`src/rtl/serial_add_sub.sv`:
```
// Bit-serial adder/subtractor: walks WIDTH-bit operands LSB first, BITS_PER_CYCLE bits
// per clock, through a registered carry/borrow chain, with a start/busy/done handshake.
module serial_add_sub #(
  parameter int WIDTH          = 8,
  parameter int BITS_PER_CYCLE = 1
) (
  input  logic             clk,
  input  logic             rst_n,
  input  logic             start,
  input  logic             mode,
  input  logic [WIDTH-1:0] a,
  input  logic [WIDTH-1:0] b,
  input  logic             cin,
  output logic             busy,
  output logic             done,
  output logic [WIDTH-1:0] result,
  output logic             cout,
  output logic             zero,
  output logic             overflow,
  output logic [1:0]       dbg_state
);

  localparam int B  = BITS_PER_CYCLE;
  localparam int N  = WIDTH / B;
  localparam int CW = (N > 1) ? $clog2(N) : 1;

  if ((B < 1) || (WIDTH < 2) || ((WIDTH % B) != 0)) begin : g_bad_params
    $error("serial_add_sub: BITS_PER_CYCLE must divide WIDTH and WIDTH must be >= 2");
  end

  typedef enum logic [1:0] {
    S_IDLE = 2'd0,
    S_RUN  = 2'd1,
    S_DONE = 2'd2
  } state_t;

  // Handshake: start is taken on any edge where the block is not busy (IDLE or DONE);
  // done is a one-cycle pulse with result/cout/zero/overflow valid, and those outputs
  // hold until the next operation completes.
  state_t           state_q;
  logic [WIDTH-1:0] a_q, b_q, res_sh_q;
  logic             mode_q, chain_q;
  logic [CW-1:0]    cnt_q;
  logic             busy_q, done_q, cout_q, zero_q, ovf_q;
  logic [WIDTH-1:0] result_q;

  logic [B:0]         c_d;
  logic [B-1:0]       slice_d;
  logic [WIDTH+B-1:0] cat_d;
  logic [WIDTH-1:0]   res_d;
  logic               ovf_d;

  always_comb begin
    c_d     = '0;
    slice_d = '0;
    c_d[0]  = chain_q;
    for (int i = 0; i < B; i++) begin
      slice_d[i] = a_q[i] ^ b_q[i] ^ c_d[i];
      if (mode_q) begin
        c_d[i+1] = (~a_q[i] & b_q[i]) | (~(a_q[i] ^ b_q[i]) & c_d[i]);
      end else begin
        c_d[i+1] = (a_q[i] & b_q[i]) | (c_d[i] & (a_q[i] ^ b_q[i]));
      end
    end
    // New slice enters at the MSB end, so after N slices the result is in place.
    cat_d = {slice_d, res_sh_q};
    res_d = cat_d[WIDTH+B-1:B];
    // Only meaningful on the final slice, where bit B-1 of the shifted operands is the MSB.
    if (mode_q) begin
      ovf_d = (a_q[B-1] != b_q[B-1]) && (slice_d[B-1] != a_q[B-1]);
    end else begin
      ovf_d = (c_d[B-1] != c_d[B]);
    end
  end

  always_ff @(posedge clk or negedge rst_n) begin
    if (!rst_n) begin
      state_q  <= S_IDLE;
      a_q      <= '0;
      b_q      <= '0;
      res_sh_q <= '0;
      mode_q   <= 1'b0;
      chain_q  <= 1'b0;
      cnt_q    <= '0;
      busy_q   <= 1'b0;
      done_q   <= 1'b0;
      result_q <= '0;
      cout_q   <= 1'b0;
      zero_q   <= 1'b0;
      ovf_q    <= 1'b0;
    end else begin
      case (state_q)
        S_IDLE, S_DONE: begin
          done_q  <= 1'b0;
          busy_q  <= 1'b0;
          state_q <= S_IDLE;
          if (start) begin
            a_q      <= a;
            b_q      <= b;
            mode_q   <= mode;
            chain_q  <= cin;
            cnt_q    <= '0;
            res_sh_q <= '0;
            busy_q   <= 1'b1;
            state_q  <= S_RUN;
          end
        end
        S_RUN: begin
          a_q      <= a_q >> B;
          b_q      <= b_q >> B;
          res_sh_q <= res_d;
          chain_q  <= c_d[B];
          cnt_q    <= cnt_q + 1'b1;
          if (cnt_q == CW'(N - 1)) begin
            state_q  <= S_DONE;
            busy_q   <= 1'b0;
            done_q   <= 1'b1;
            result_q <= res_d;
            cout_q   <= c_d[B];
            zero_q   <= (res_d == '0);
            ovf_q    <= ovf_d;
          end
        end
        default: state_q <= S_IDLE;
      endcase
    end
  end

  assign busy      = busy_q;
  assign done      = done_q;
  assign result    = result_q;
  assign cout      = cout_q;
  assign zero      = zero_q;
  assign overflow  = ovf_q;
  assign dbg_state = state_q;

endmodule

```
`config.mk`:
```
export PLATFORM = sky130hd
export DESIGN_NAME = serial_add_sub
export DESIGN_NICKNAME = d
export VERILOG_FILES = /design/src/rtl/serial_add_sub.sv
export SDC_FILE = /design/constraint.sdc
export NUM_CORES = 1
export LEC_CHECK = 0
export CORE_AREA = 8 8 95 54
export DETAILED_ROUTE_END_ITERATION = 10
export DIE_AREA = 0 0 103 62
export HOLD_SLACK_MARGIN = 0.08
export PLACE_DENSITY = 0.84
export SETUP_SLACK_MARGIN = 0.5
export SLEW_MARGIN = 15
export SYNTH_ARGS = -nofsm -noshare
export SYNTH_HDL_FRONTEND = slang
export SYNTH_SLANG_ARGS = --single-unit
```
`constraint.sdc`:
```
create_clock -name clk -period 1.9 [get_ports clk]
set_clock_uncertainty 0.05 [all_clocks]
set_input_delay 0.285 -clock clk [delete_from_list [all_inputs] [get_ports clk]]
set_output_delay 0.285 -clock clk [all_outputs]
set_load 0.01 [all_outputs]
```
== After elaboration in Yosys (flattened, before gate mapping) ==
Index checks and enable logic that the tools add are counted.

* Output and inout bits: 15
* Input port bits: 21
* Register bits after elaboration: 44
* Word-level logic and storage cells: 61

* Bitwise gates (word level): 10
* Reduce and logical (&&, ||, !) cells: 9
* Equal/unequal tests: 8
* Add/sub/neg operators: 1
* Muxes and demuxes: 20

{| class="wikitable"
|+ Operator list
! kind !! number
|-
| $pmux 8 s2 || 3
|-
| $mux 8 || 3
|-
| $logic_not 8->1 || 1
|-
| $reduce_and 2->1 || 4
|-
| $mux 1 || 7
|-
| $pmux 1 s2 || 3
|-
| $pmux 3 s2 || 1
|-
| $and 1x1->1 || 4
|-
| $ne 2x2->1 const B || 2
|-
| $pmux 2 s2 || 1
|-
| $add 3x1->3 const B || 1
|-
| $eq 3x3->1 const B || 1
|-
| $mux 3 || 1
|-
| $ne 1x1->1 || 3
|-
| $eq 2x1->1 const B || 1
|-
| $eq 2x2->1 const B || 1
|-
| $logic_not 2->1 || 1
|-
| $mux 2 || 1
|-
| $not 1->1 || 2
|-
| $or 1x1->1 || 2
|-
| $reduce_bool 2->1 || 1
|-
| $reduce_or 2->1 || 1
|-
| $xor 1x1->1 || 2
|-
| $logic_and 1x1->1 || 1
|}

== Longest topological paths before layout ==
Gate-level depths: netlist (run 1).

* Depth in word-level cells: 7
* Gate-level depth with buffers: 6

== Least setup slack after synthesis (run 1) ==
Ideal clock, no wire load.

* Path kind: register -> register
* Start point: register a_q[0]
* End point: register zero_q (netlist: zero)
* Library setup time: 0.083 ns
* Path slack: 0.369 ns
* Arrival: 1.398 ns
* Cell stages (with the launch flop): 6
* Cell sequence: dfrtp_1 -> inv_1 -> fa_1 -> nor4b_1 -> nand2_1 -> o21ai_0

* Word-level cells in the longest chain between the ends: 3

{| class="wikitable"
|+ Ends and longest elaborated chain
! item !! RTL line !! source
|-
| start: declaration || 41 || <nowiki>logic [WIDTH-1:0] a_q, b_q, res_sh_q;</nowiki>
|-
| start signal: assignment || 109 || <nowiki>a_q <= a_q >> B;</nowiki>
|-
| $xor 1x1->1 (2 in a row) || 58 || <nowiki>slice_d[i] = a_q[i] ^ b_q[i] ^ c_d[i];</nowiki>
|-
| $logic_not 8->1 || 120 || <nowiki>zero_q <= (res_d == '0);</nowiki>
|-
| end signal: assignment || 120 ||
|-
| end: declaration || 44 || <nowiki>logic busy_q, done_q, cout_q, zero_q, ovf_q;</nowiki>
|}

No other way between the ends.
A chain may end at the register's enable or synchronous reset.

== Worst setup path in the final report (run 1) ==
* Start point: register chain_q
* End point: register zero_q (netlist: zero)

* Word-level cells in the longest chain between the ends: 2

{| class="wikitable"
|+ Ends and longest elaborated chain
! item !! RTL line !! source
|-
| start: declaration || 42 || <nowiki>logic mode_q, chain_q;</nowiki>
|-
| start signal: assignment || 101 || <nowiki>chain_q <= cin;</nowiki>
|-
| start signal: assignment || 112 || <nowiki>chain_q <= c_d[B];</nowiki>
|-
| $xor 1x1->1 || 58 ||
|-
| $logic_not 8->1 || 120 ||
|}

No other way between the ends.

==> results.md, run 1 <==
- The final setup violation count is 0.
- For this run, the register share of the synthesized area comes to between 50% and 60%.
- Max-cap violations in this run came to 0.
- By area, the combinational part of the netlist is dominated by simple AND/OR/NAND/NOR gates.
- The mapped cell area is between 1500 and 2000 um^2.
- The number of distinct library cells after synthesis is 28.
- Summing the areas of all xor and xnor instances in the mapped netlist gives less than 1% of the synthesized area.
- Sorting the synthesized cells by area gives the leading types as dfrtp_1, nand2_1, a31oi_1.
- The power density relative to cell area is around 1700 nW/um^2.
- The worst path needs 1610 ps of the cycle, external delays included.
- The number of top-level design ports is 36.
- The number of clock sinks is 43.
- Across the VDD grid, the largest voltage drop is between 0.8 and 0.9 mV.
- From bottom edge to top edge, the die measures roughly 62 um.
- For the pin with the worst max-slew slack, the measured transition is slightly below 400 ps.
- The hold violation count in the final report is 0.
- The tightest min-delay check is of the primary input to asynchronous set/reset pin type.
- The quantity of I/O buffers inserted on ports is 35.
- The die covers approximately 6400 um^2.
- The average cell area after synthesis is ~11 um^2.
- The maximum fanout count along the critical path is 4.
- The run finished with clean final reports.
- The initial antenna violation count came to 0.
- In this run the deepest clock path goes through 2 buffers.
- The share of cell area taken by muxes after synthesis is under 10%.
- The number of DRC violations after detailed-routing iteration 0 is 91.
- The fraction of synthesized cell area taken by the top area cell type is between 50% and 60%.
- In this design, the stage delay of the slowest critical-path cell is 590 ps.
- The setup path with the least slack is of type register to register.
- The clock tree from TritonCTS is built.
- The sum of buffers and inverters on the critical path is 0.
- The top achievable clock speed is roughly 0.62 GHz.
- Of the total synthesized cell area, the portion taken by full adders, half adders and majority gates is around 4.1%.
- The simple logic cell fraction of the synthesized area is between 10% and 20%.
- Entering global routing, the biggest net connects 34 pins.
- On the critical path, the stage with the largest delay is an instance of fa_1.
- Counting every net in the synthesized netlist gives 195.
- The global routing usage summed across all routing layers is between 10% and 20%.
- The most used flip-flop cell after synthesis is dfrtp_1.
- The required time reported for the critical path endpoint is ~2100 ps.
- The number of nets in the finished design is around 250.
- The number of warning messages in the yosys log is 0.
- Counting flops with a built-in enable in the synthesized netlist gives 0.
- The type of element launching the critical path is a register.
- The area growth from synthesis to layout is 39.9%.
- In the finished design, the share of the clock period the worst path needs comes to a little over four fifths.
- Setup repair after global routing could not meet its margin everywhere.
- The endpoint type of the worst setup path is a register.
- The worst relative slew slack is between 70% and 80%.
- The number of global-route vias before repair came to 1327.
- The routed wire length per instance is between 15 and 20 um.
- Across all hold checks on the routed design, the worst slack comes to between 300 and 400 ps.
- Of the cells placed in the final design, the portion with a size suffix greater than 1 is approximately 25%.
- The kind of cell adding the most delay to the critical path is adder cells.
- For this run, design rule violations remaining after detail routing come to 0.
- In this run the remaining antenna-violating nets after routing total 0.
- The total overflow left after global routing is 0.
- The count of final max-slew check failures was 0.
- The number of standard-cell rows in the floorplan is 16.
- The static leakage is roughly 0.0013 uW.
- The via total after detailed routing is about 1500.
- The initial standard-cell utilization of the core is approximately half.
- The number of storage elements in the synthesis netlist is 43.
- The number of antenna cells inserted is 0.
- TritonCTS created 5 clock buffers.
- The H-tree depth is 2.
- dfrtp_1 takes more of the synthesized area than any other cell.
- The number of detailed-route iterations in the first pass is 4.
- The floorplan core area is approximately 3800 um^2.
- After legalization and detailed placement, the total HPWL measured approximately 2800 um.
- The signal arrival time at the worst endpoint is 1780 ps.
- In the synthesized netlist, the number of instances is around 170.
- Using the TritonRoute via totals, the vias-per-cell ratio works out to ~5.3.
- The clock reaches the later pin of the worst-skew pair after approximately 310 ps.
- The die is between 100 and 150 um wide.
- Walking the worst path, the cells encountered are fa_1, nor4b_2, nand2_1, o21ai_1.
- The buffer type at the clock tree root is clkbuf_8.
- The first global-routing pass estimated 6670 um of wire.
- The most frequent cell after synthesis is dfrtp_1.
- Adding up every negative setup slack in the final design gives 0 ps.
- The compound-gate portion of the synthesized area is between 10% and 20%.
- For this run, asynchronously set or reset flops after synthesis account for 100%.
- In the synthesized netlist, the cells that appear most often are dfrtp_1, nand2_1, a31oi_1, nor2_1, a22o_1.
- Clock-pin slew was measured on the worst setup and hold paths at around 90 ps.
- The routability-driven placement congestion ratio is 0.796.
- The routed design has just under 5000 um of wire.
[logic make-up after synthesis]
kind of cell               count (synthesis)
AOI/OAI and AO/OA                         32
xor gates and xnor gates                   2
adders and majority gates                  5
buffers and inverters                     13
DFF                                       43
muxes                                     10
and+or+nand+nor                           64
[worst reg2reg max path, cell delays in order (launching register included)]
cell and delay (ps):
dfrtp_2 450, fa_1 590, nor4b_2 210, nand2_1 80, o21ai_1 140
[sequential cells by signal, indices dropped and copies added, names as in the netlist]
signal	count
cout	1
done	1
result	8
b_q	8
overflow	1
mode_q	1
chain_q	1
zero	1
cnt_q	3
res_sh_q	7
dbg_state	2
busy	1
a_q	8
[final timing paths]
check / from / slack (ps) / cells after the start / endpoint
max: chain_q / 290 / 4 / zero
min: rst_n / 360 / 2 / a_q[1]
max reg2reg: chain_q / 290 / 4 / zero
min reg2reg: done / 440 / 2 / done
max in group asynchronous: rst_n / 870 / 3 / dbg_state[0]
min in group clk: done / 440 / 2 / done
[power by group]
part / total (uW) / switching (uW) / internal, uW / leakage [uW]
logic: 2230 / 1060 / 1170 / 0.000686
clock network: 709 / 317 / 392 / 0.0000514
registers: 1670 / 317 / 1350 / 0.000519
total: 4610 / 1700 / 2910 / 0.00126
[final cells by class]
cell class | count | area [um^2]
fillers | 274 | 1130
inverters | 2 | 7.51
repair buffers | 59 | 558
clock buffers | 6 | 72.6
flip-flops and latches | 43 | 1080
multi-input cells | 115 | 813
well taps | 54 | 67.6
clock inverters | 2 | 37.5
[layout by cell type, fill, tap and decap left out, drive strengths merged, types with 2 or more instances in the layout]
| cell | synthesis | final |
|---|---|---|
| nand3b | 1 | 2 |
| nor2 | 15 | 16 |
| nand2 | 39 | 39 |
| clkbuf | 1 | 7 |
| fa | 2 | 2 |
| mux2i | 3 | 3 |
| clkdlybuf4s50 | 0 | 19 |
| nand3 | 2 | 2 |
| dfrtp | 43 | 43 |
| nand2b | 2 | 2 |
| buf | 10 | 23 |
| ha | 3 | 3 |
| o21ai | 6 | 6 |
| dlygate4sd2 | 0 | 14 |
| inv | 2 | 2 |
| a22o | 10 | 10 |
| nor2b | 2 | 2 |
| a31oi | 14 | 14 |
| mux2 | 7 | 7 |
[metal layers]
metal  up-vias  track usage, %  part of all wire [%]
li1        695               -                     -
met1       761            18.7                    46
met2        34            20.4                    48
met3         4            6.56                   5.6
met4         0            3.05                  0.47
met5         -               0                     0
[metrics by stage]
step,util [%],instance area (um^2),worst slack (ps),std cells,power (uW)
6_report,70.1,2640,294,281,4610
5_1_grt,70.1,2640,206,281,4910
4_1_cts,66.0,2480,314,271,4200
3_5_place_dp,60.6,2280,235,253,3440
3_3_place_gp,60.6,2280,244,253,3360
2_1_floorplan,-,1910,442,169,2820
[repair_timing]
item | 4_1_cts | 5_1_grt
hold endpoints to repair | 15 | 0
gates cloned | 2 | 1
gates resized for setup | 21 | 20
hold buffers | 1 | 0
pin swaps | 2 | 6
endpoints found under the setup margin | 32 | 30
buffers inserted | 7 | 9
No activity file was read; power rests on OpenSTA's default activity.
==> run 2, diff against run 1 <==
==> constraint.sdc (replaced) <==
create_clock -name clk -period 1.5 [get_ports clk]
set_clock_uncertainty 0.05 [all_clocks]
set_input_delay 0.225 -clock clk [delete_from_list [all_inputs] [get_ports clk]]
set_output_delay 0.225 -clock clk [all_outputs]
set_load 0.01 [all_outputs]
==> run 2 against run 1 <==
  * The run now ends with negative setup slack left
  * Critical path depth unchanged
  * Utilization increased by 11 points
  * Wire length increased by 38%
  * Combinational power increased by 75%
  * Maximum frequency decreased by 2.2%
  * Sequential power is 32% higher
  * Critical path type unchanged
  * Via count increased by 18%
  * Final cell count increased by 7.1%
  * Cell area is 15% higher
  * Register-to-register slack lost 440 ps
==> results.md, run 2 (synthesized netlist as in run 1, its figures left out) <==
- The layout overhead on the synthesized area is 61.5%.
- The initial antenna violation count is 0.
- The most critical setup path has its endpoint at zero.
- In the final layout, the multi-input gates occupy between 1000 and 1500 um^2.
- Data on the critical path is required at its endpoint by approximately 1700 ps.
- Across the run, the number of max-cap violations was 0.
- The run finished, with violations left.
- The final worst slack is -143 ps.
- The placed instance count is 260.
- At the end of the flow, the number of nets in the layout was 272.
- The global routing usage summed across all routing layers is a little under a fifth.
- The count of nets left with antenna violations once routing finished came out at 0.
- The H-tree depth is 2.
- For this design the static power due to leakage is approximately 0.0015 uW.
- The number of global-route vias before repair is between 1500 and 2000.
- The die covers 6390 um^2.
- The worst slack on hold paths is between 300 and 400 ps.
- From left edge to right edge, the die measures roughly 100 um.
- The hold violation count in the final report is 0.
- The maximum vdd ir drop is between 1 and 1.5 mV.
- The count of cells along the worst register-to-register path is 4.
- The floorplan core area is 3760 um^2.
- For this run, design rule violations remaining after detail routing come to 0.
- The overflow left after global routing is 0.
- Routed signal wires occupy layers up through met4.
- For this design the top-level I/O count stands at 36.
- The worst setup path is captured at a register.
- Detailed placement finished with a half-perimeter wire length of about 3000 um.
- The maximum number of pins on one net before global-route repair is 44.
- For this run, the number of standard cells in the final layout without fillers is 301.
- In this run the power density over the cells is 2280 nW/um^2.
- The library cell used most frequently in the layout, excluding fill and tap cells, is dfrtp_1.
- The number of antenna cells inserted is 0.
- The worst setup path is of the register to register kind.
- The post-CTS clock slew at the launch and capture registers of the worst setup and hold paths is about 90 ps.
- The final design utilization is around four fifths.
- The worst hold path belongs to the class primary input to asynchronous set/reset pin.
- The setup check on the worst reg-to-reg path leaves a slack of -140 ps.
- In this run the critical register-to-register path is captured at zero.
- The total met2 wirelength after detailed routing is about 3200 um.
- The maximum fanout count along the critical path is 5.
- The number of detailed-route iterations in the first pass is 4.
- In this run, CTS created clock tree buffers numbering 5.
- The routed metal-1 wire length is 2640 um.
- Tracing the worst setup path back leads to its startpoint at b_q[0].
- The top achievable clock speed is roughly 0.61 GHz.
- The worst flop-to-flop path startpoint is b_q[0].
- The finished cells cover 3050 um^2.
- The detailed router finished its first iteration with around 130 violations.
- The root buffer cell chosen for the clock tree is clkbuf_8.
- At the worst endpoint, the arrival time is 1810 ps.
- The clock net in this run drives a total of between 40 and 50 sinks.
- Setup repair after global routing could not meet its margin everywhere.
- For this configuration, the core starts out at a cell density of between 50 and 60%.
- The minimum period implied by the final worst setup slack is approximately 1600 ps.
- The cell area reported after detailed placement is about 2400 um^2.
- The floorplan has 16 rows.
- The global-route wire length before repair is about 9000 um.
- The routability-driven placement congestion ratio is 0.781.
- After detailed routing, the number of vias per cell comes to between 5 and 6.
- The worst setup path is launched from a register.
- In this run the tightest slew margin relative to its limit is between 60% and 70%.
- TritonCTS built the clock tree.
- The die span in y is between 60 and 70 um.
- The top cell types in the final layout, fill and taps aside, are dfrtp_1, buf_4, nand2_1.
- The final layout contains routed wiring with a total length of ~6700 um.
- The routed wire length per instance is about 22 um.
- Detailed routing placed a total of approximately 670 um of wire on met3.
- The routed layout has 1766 vias.
- The final setup violation count is 2.
- At the pin with the least slew margin, the transition time is around 540 ps.
- After filler insertion, the fill cell instance count of the layout stands at 198.
- The part of the cycle the worst path needs is 110%.
- The storage element area is about 1100 um^2.
- The quantity of I/O buffers inserted on ports is 35.
- Cells with a size suffix above 1 make up approximately 48% of the layout.
- The clock passes through at most 2 buffers.
- At the later pin of the worst-skew pair, clock insertion delay measures roughly 300 ps.
- The count of final max-slew check failures is 0.
- The checks that failed: negative setup slack.
-- run 2: worst min-delay path by stage --
stage | startpoint | end | slack, ps | cells past startpoint
floorplan | rst_n | a_q[0] | -120 | 0
finish | rst_n | mode_q | 390 | 3
detailed placement | rst_n | result[7] | 170 | 2
CTS | rst_n | result[7] | 400 | 3
global route | rst_n | result[7] | 400 | 3
global placement | rst_n | result[7] | 160 | 2
-- run 2: where the power goes --
part	switching [uW]	total [uW]	internal [uW]
clock	399	820	421
sequential	498	2210	1710
combinational	1840	3900	2060
-- run 2: per-layer routing --
metal,up-vias,track usage (%)
met4,0,8.15
met5,-,0
met3,23,6.11
met2,93,30.2
met1,912,23.7
li1,738,-
-- run 2: area by class of cell --
cell class | instances | share of cell area, %
sequential | 43 | 35.5
inverter | 2 | 0.247
timing repair buffer | 78 | 25.4
clock buffer | 8 | 3.29
multi-input combinational | 116 | 33.4
tap | 54 | 2.22
-- run 2: what timing repair did --
item | in CTS | in global routing
pin swaps | 5 | 23
endpoints found under the hold margin | 43 | 0
gates resized for setup | 113 | 28
setup endpoints to repair | 58 | 58
cloned | 6 | 0
hold buffers | 1 | 0
setup buffers | 14 | 12
-- run 2: worst max-delay path, cell delays in order (launching register included) --
cell and delay, ps:
dfrtp_2 480, fa_1 560, nor4b_4 220, nand2_1 100, o21ai_1 160
-- run 2: through the flow --
stage	total power [uW]	setup TNS, ps	worst slack [ps]
global route	7250	-330	-183
global placement	4410	0	22.6
finish	6930	-185	-143
detailed placement	4540	-86.2	-61.8
floorplan	3690	0	43.2
CTS	6010	-48.7	-35.1
==> run 3, diff against run 2 <==
--- a/config.mk
+++ b/config.mk
@@ -5,11 +5,12 @@
 export SDC_FILE = /design/constraint.sdc
 export NUM_CORES = 1
 export LEC_CHECK = 0
-export CORE_AREA = 8 8 95 54
+export CORE_AREA = 8 8 92 53
 export DETAILED_ROUTE_END_ITERATION = 10
-export DIE_AREA = 0 0 103 62
+export DIE_AREA = 0 0 100 61
 export HOLD_SLACK_MARGIN = 0.08
-export PLACE_DENSITY = 0.84
+export MAX_ROUTING_LAYER = met4
+export PLACE_DENSITY = 0.88
 export SETUP_SLACK_MARGIN = 0.5
 export SLEW_MARGIN = 15
 export SYNTH_ARGS = -nofsm -noshare
==> constraint.sdc (replaced) <==
create_clock -name clk -period 2 [get_ports clk]
set_clock_uncertainty 0.05 [all_clocks]
set_input_delay 0.3 -clock clk [delete_from_list [all_inputs] [get_ports clk]]
set_output_delay 0.3 -clock clk [all_outputs]
set_load 0.01 [all_outputs]
==> run 3 against run 2 <==
  * The run now ends clean
  * Die area shrank 4.5%
  * Utilization down 14 points
  * Sequential power is 29% lower
  * Setup slack better by 600 ps
  * Register-to-register slack better by 600 ps
  * Clock power decreased by 38%
  * Critical endpoint unchanged
  * Largest cell class unchanged
==> results.md, run 3 (synthesized netlist as in run 1, its figures left out) <==
- Across every metal layer, demand over resource in global routing totals between 10% and 20%.
- The max-cap check violation count is 0.
- The part of the cycle the worst path needs is 77.3%.
- The routed wire length per instance is 15.6 um.
- The hold violation count in the final report is 0.
- On the worst path, the slowest cell contributes a delay of 590 ps.
- The overall die width is 100 um.
- At the later pin of the worst-skew pair, clock insertion delay measures ~300 ps.
- The global-route wire length before repair is ~6600 um.
- The initial antenna violation count came to 0.
- The type of element launching the critical path is a register.
- The minimum period implied by the final worst setup slack is 1550 ps.
- The number of clock sinks is between 40 and 50.
- Entering global routing, the biggest net connects 44 pins.
- CTS placed an instance of clkbuf_8 at the clock tree root.
- TritonCTS built the clock tree.
- The critical path goes through fa_1, nor4b_2, nand2_1, o21ai_1.
- The number of antenna cells inserted is 0.
- Clock-pin slew was measured on the worst setup and hold paths at around 70 ps.
- The overflow left after global routing is 0.
- The maximum vdd ir drop is between 0.8 and 0.9 mV.
- The count of buffers added on input and output ports is 35.
- The number of global-route vias before repair was 1374.
- Setup repair after global routing could not meet its margin everywhere.
- The number of DRC violations after detailed-routing iteration 0 is ~110.
- The accumulated negative setup slack is 0 ps.
- Using the TritonRoute via totals, the vias-per-cell ratio works out to 5.25.
- The total routed wirelength is a little over 4000 um.
- STA classifies the critical path endpoint as a register.
- The signal arrival time at the worst endpoint is approximately 1700 ps.
- The post-route DRC violation count is 0.
- Based on the critical path, the design can be clocked at up to roughly 0.65 GHz.
- Setup slack closes at around 450 ps.
- Dividing total power by cell area gives a power density of 1580 nW/um^2.
- The final setup violation count is 0.
- The transition at the pin with the smallest max-transition slack is ~540 ps.
- Before antenna repair, the detailed router went through 4 iterations.
- OpenSTA, run right after detailed placement, puts the worst setup slack at approximately 330 ps.
- The run finished with clean final reports.
- The total area inside the core boundary comes to 3640 um^2.
- The setup path with the least slack is of type register to register.
- Pin placement for this block handled 36 I/O pins.
- Compared with the post-synthesis result, the final layout area differs by 28.9%.
- The worst slack on hold paths is approximately 440 ps.
- Once detail routing completed, the nets flagged for antenna violations numbered 0.
- The number of standard-cell rows in the floorplan is 16.
- The kind of path behind the tightest hold check is register to register.
- The required time reported for the critical path endpoint is around 2200 ps.
- The fill cell instance count of the final layout is roughly 300.
- The maximum number of buffers from clock root to sink is 2.
- The initial standard-cell utilization of the core is between 50% and 60%.
- For this design, the slowest cell found on the critical path is fa_1.
- The share of final-layout standard cells stronger than drive strength 1 is 17.8%.
- CTS built an H-tree with a depth of 2.
- Measured along the y axis, the die boundary spans 61 um.
- The analysis attributes to cell leakage a power of around 0.0011 uW.
- The number of buffers created by CTS is 5.
- The count of final max-slew check failures is 0.
- The die covers 6100 um^2.
- In this run the tightest slew margin relative to its limit is between 60 and 70%.
- In the layout the commonest cells are dfrtp_1, nand2_1, clkdlybuf4s50_1.
- The via total after detailed routing is 1402.
- The maximum fanout count along the critical path is 2.
- Leaving out fill and tap cells, the most frequent cell in the layout is dfrtp_1.
- The routability-driven placement congestion ratio is just under 0.8.
- The number of nets in the finished design is 240.
- The wire-length estimate of the detail-placed layout is roughly 2700 um.
run 3: cell count changes in the layout (fill, tap and decap cells not counted), sizes merged:
cell,change
buf,-46
dlygate4sd2,+14
clkbuf,-2
dlymetal6s2s,+1
nand2b,-1
run 3: cell type report:
class / count / area (um^2) / share of cell area [%]
Clock buffer: 6 / 72.6 / 2.99
Multi-Input combinational cell: 115 / 768 / 31.6
Inverter: 2 / 7.51 / 0.309
Tap cell: 54 / 67.6 / 2.78
Timing Repair Buffer: 47 / 435 / 17.9
Sequential cell: 43 / 1080 / 44.4
run 3: worst max-delay path, delay by kind of cell (launching register included):
family | cells | cell delay (ps)
simple gates | 2 | 280
compound gates | 1 | 120
fa+ha+maj | 1 | 590
flops | 1 | 440
run 3: what timing repair did:
item,CTS,global route
pin swaps,2,3
buffers inserted,4,1
resized for setup,20,7
cloned,1,1
setup endpoints to repair,24,16
hold buffers,1,0
endpoints found under the hold margin,43,0
run 3: final timing paths:
path | startpoint | endpoint | slack, ps | cells after the start
min in group asynchronous | rst_n | overflow | 550 | 3
worst max register to register | b_q[0] | zero | 450 | 4
worst min-delay path | zero | zero | 440 | 2
worst min register to register | zero | zero | 440 | 2
worst max-delay path | b_q[0] | zero | 450 | 4
max in group asynchronous | rst_n | b_q[0] | 950 | 3
run 3: report_power, final:
group	switching [uW]	internal [uW]	leakage, uW
logic	884	884	0.000593
clock network	275	233	0.0000371
registers	283	1280	0.000520
total	1440	2400	0.00115
run 3: metal layers:
metal	GRT usage, %	vias to the layer above	share of wire [%]
li1	-	670	-
met2	19.3	34	43
met3	7.55	5	6.8
met5	-	-	0
met4	3.19	0	1.1
met1	19.0	693	49
run 3: per-stage QoR:
step | cells | total power, uW | cell area (um^2) | utilization, %
6_report | 267 | 3840 | 2430 | 66.7
5_1_grt | 267 | 4110 | 2430 | 66.7
4_1_cts | 265 | 3730 | 2380 | 65.3
3_5_place_dp | 253 | 3230 | 2250 | 61.9
3_3_place_gp | 253 | 3150 | 2250 | 61.9
2_1_floorplan | 169 | 2660 | 1890 | -
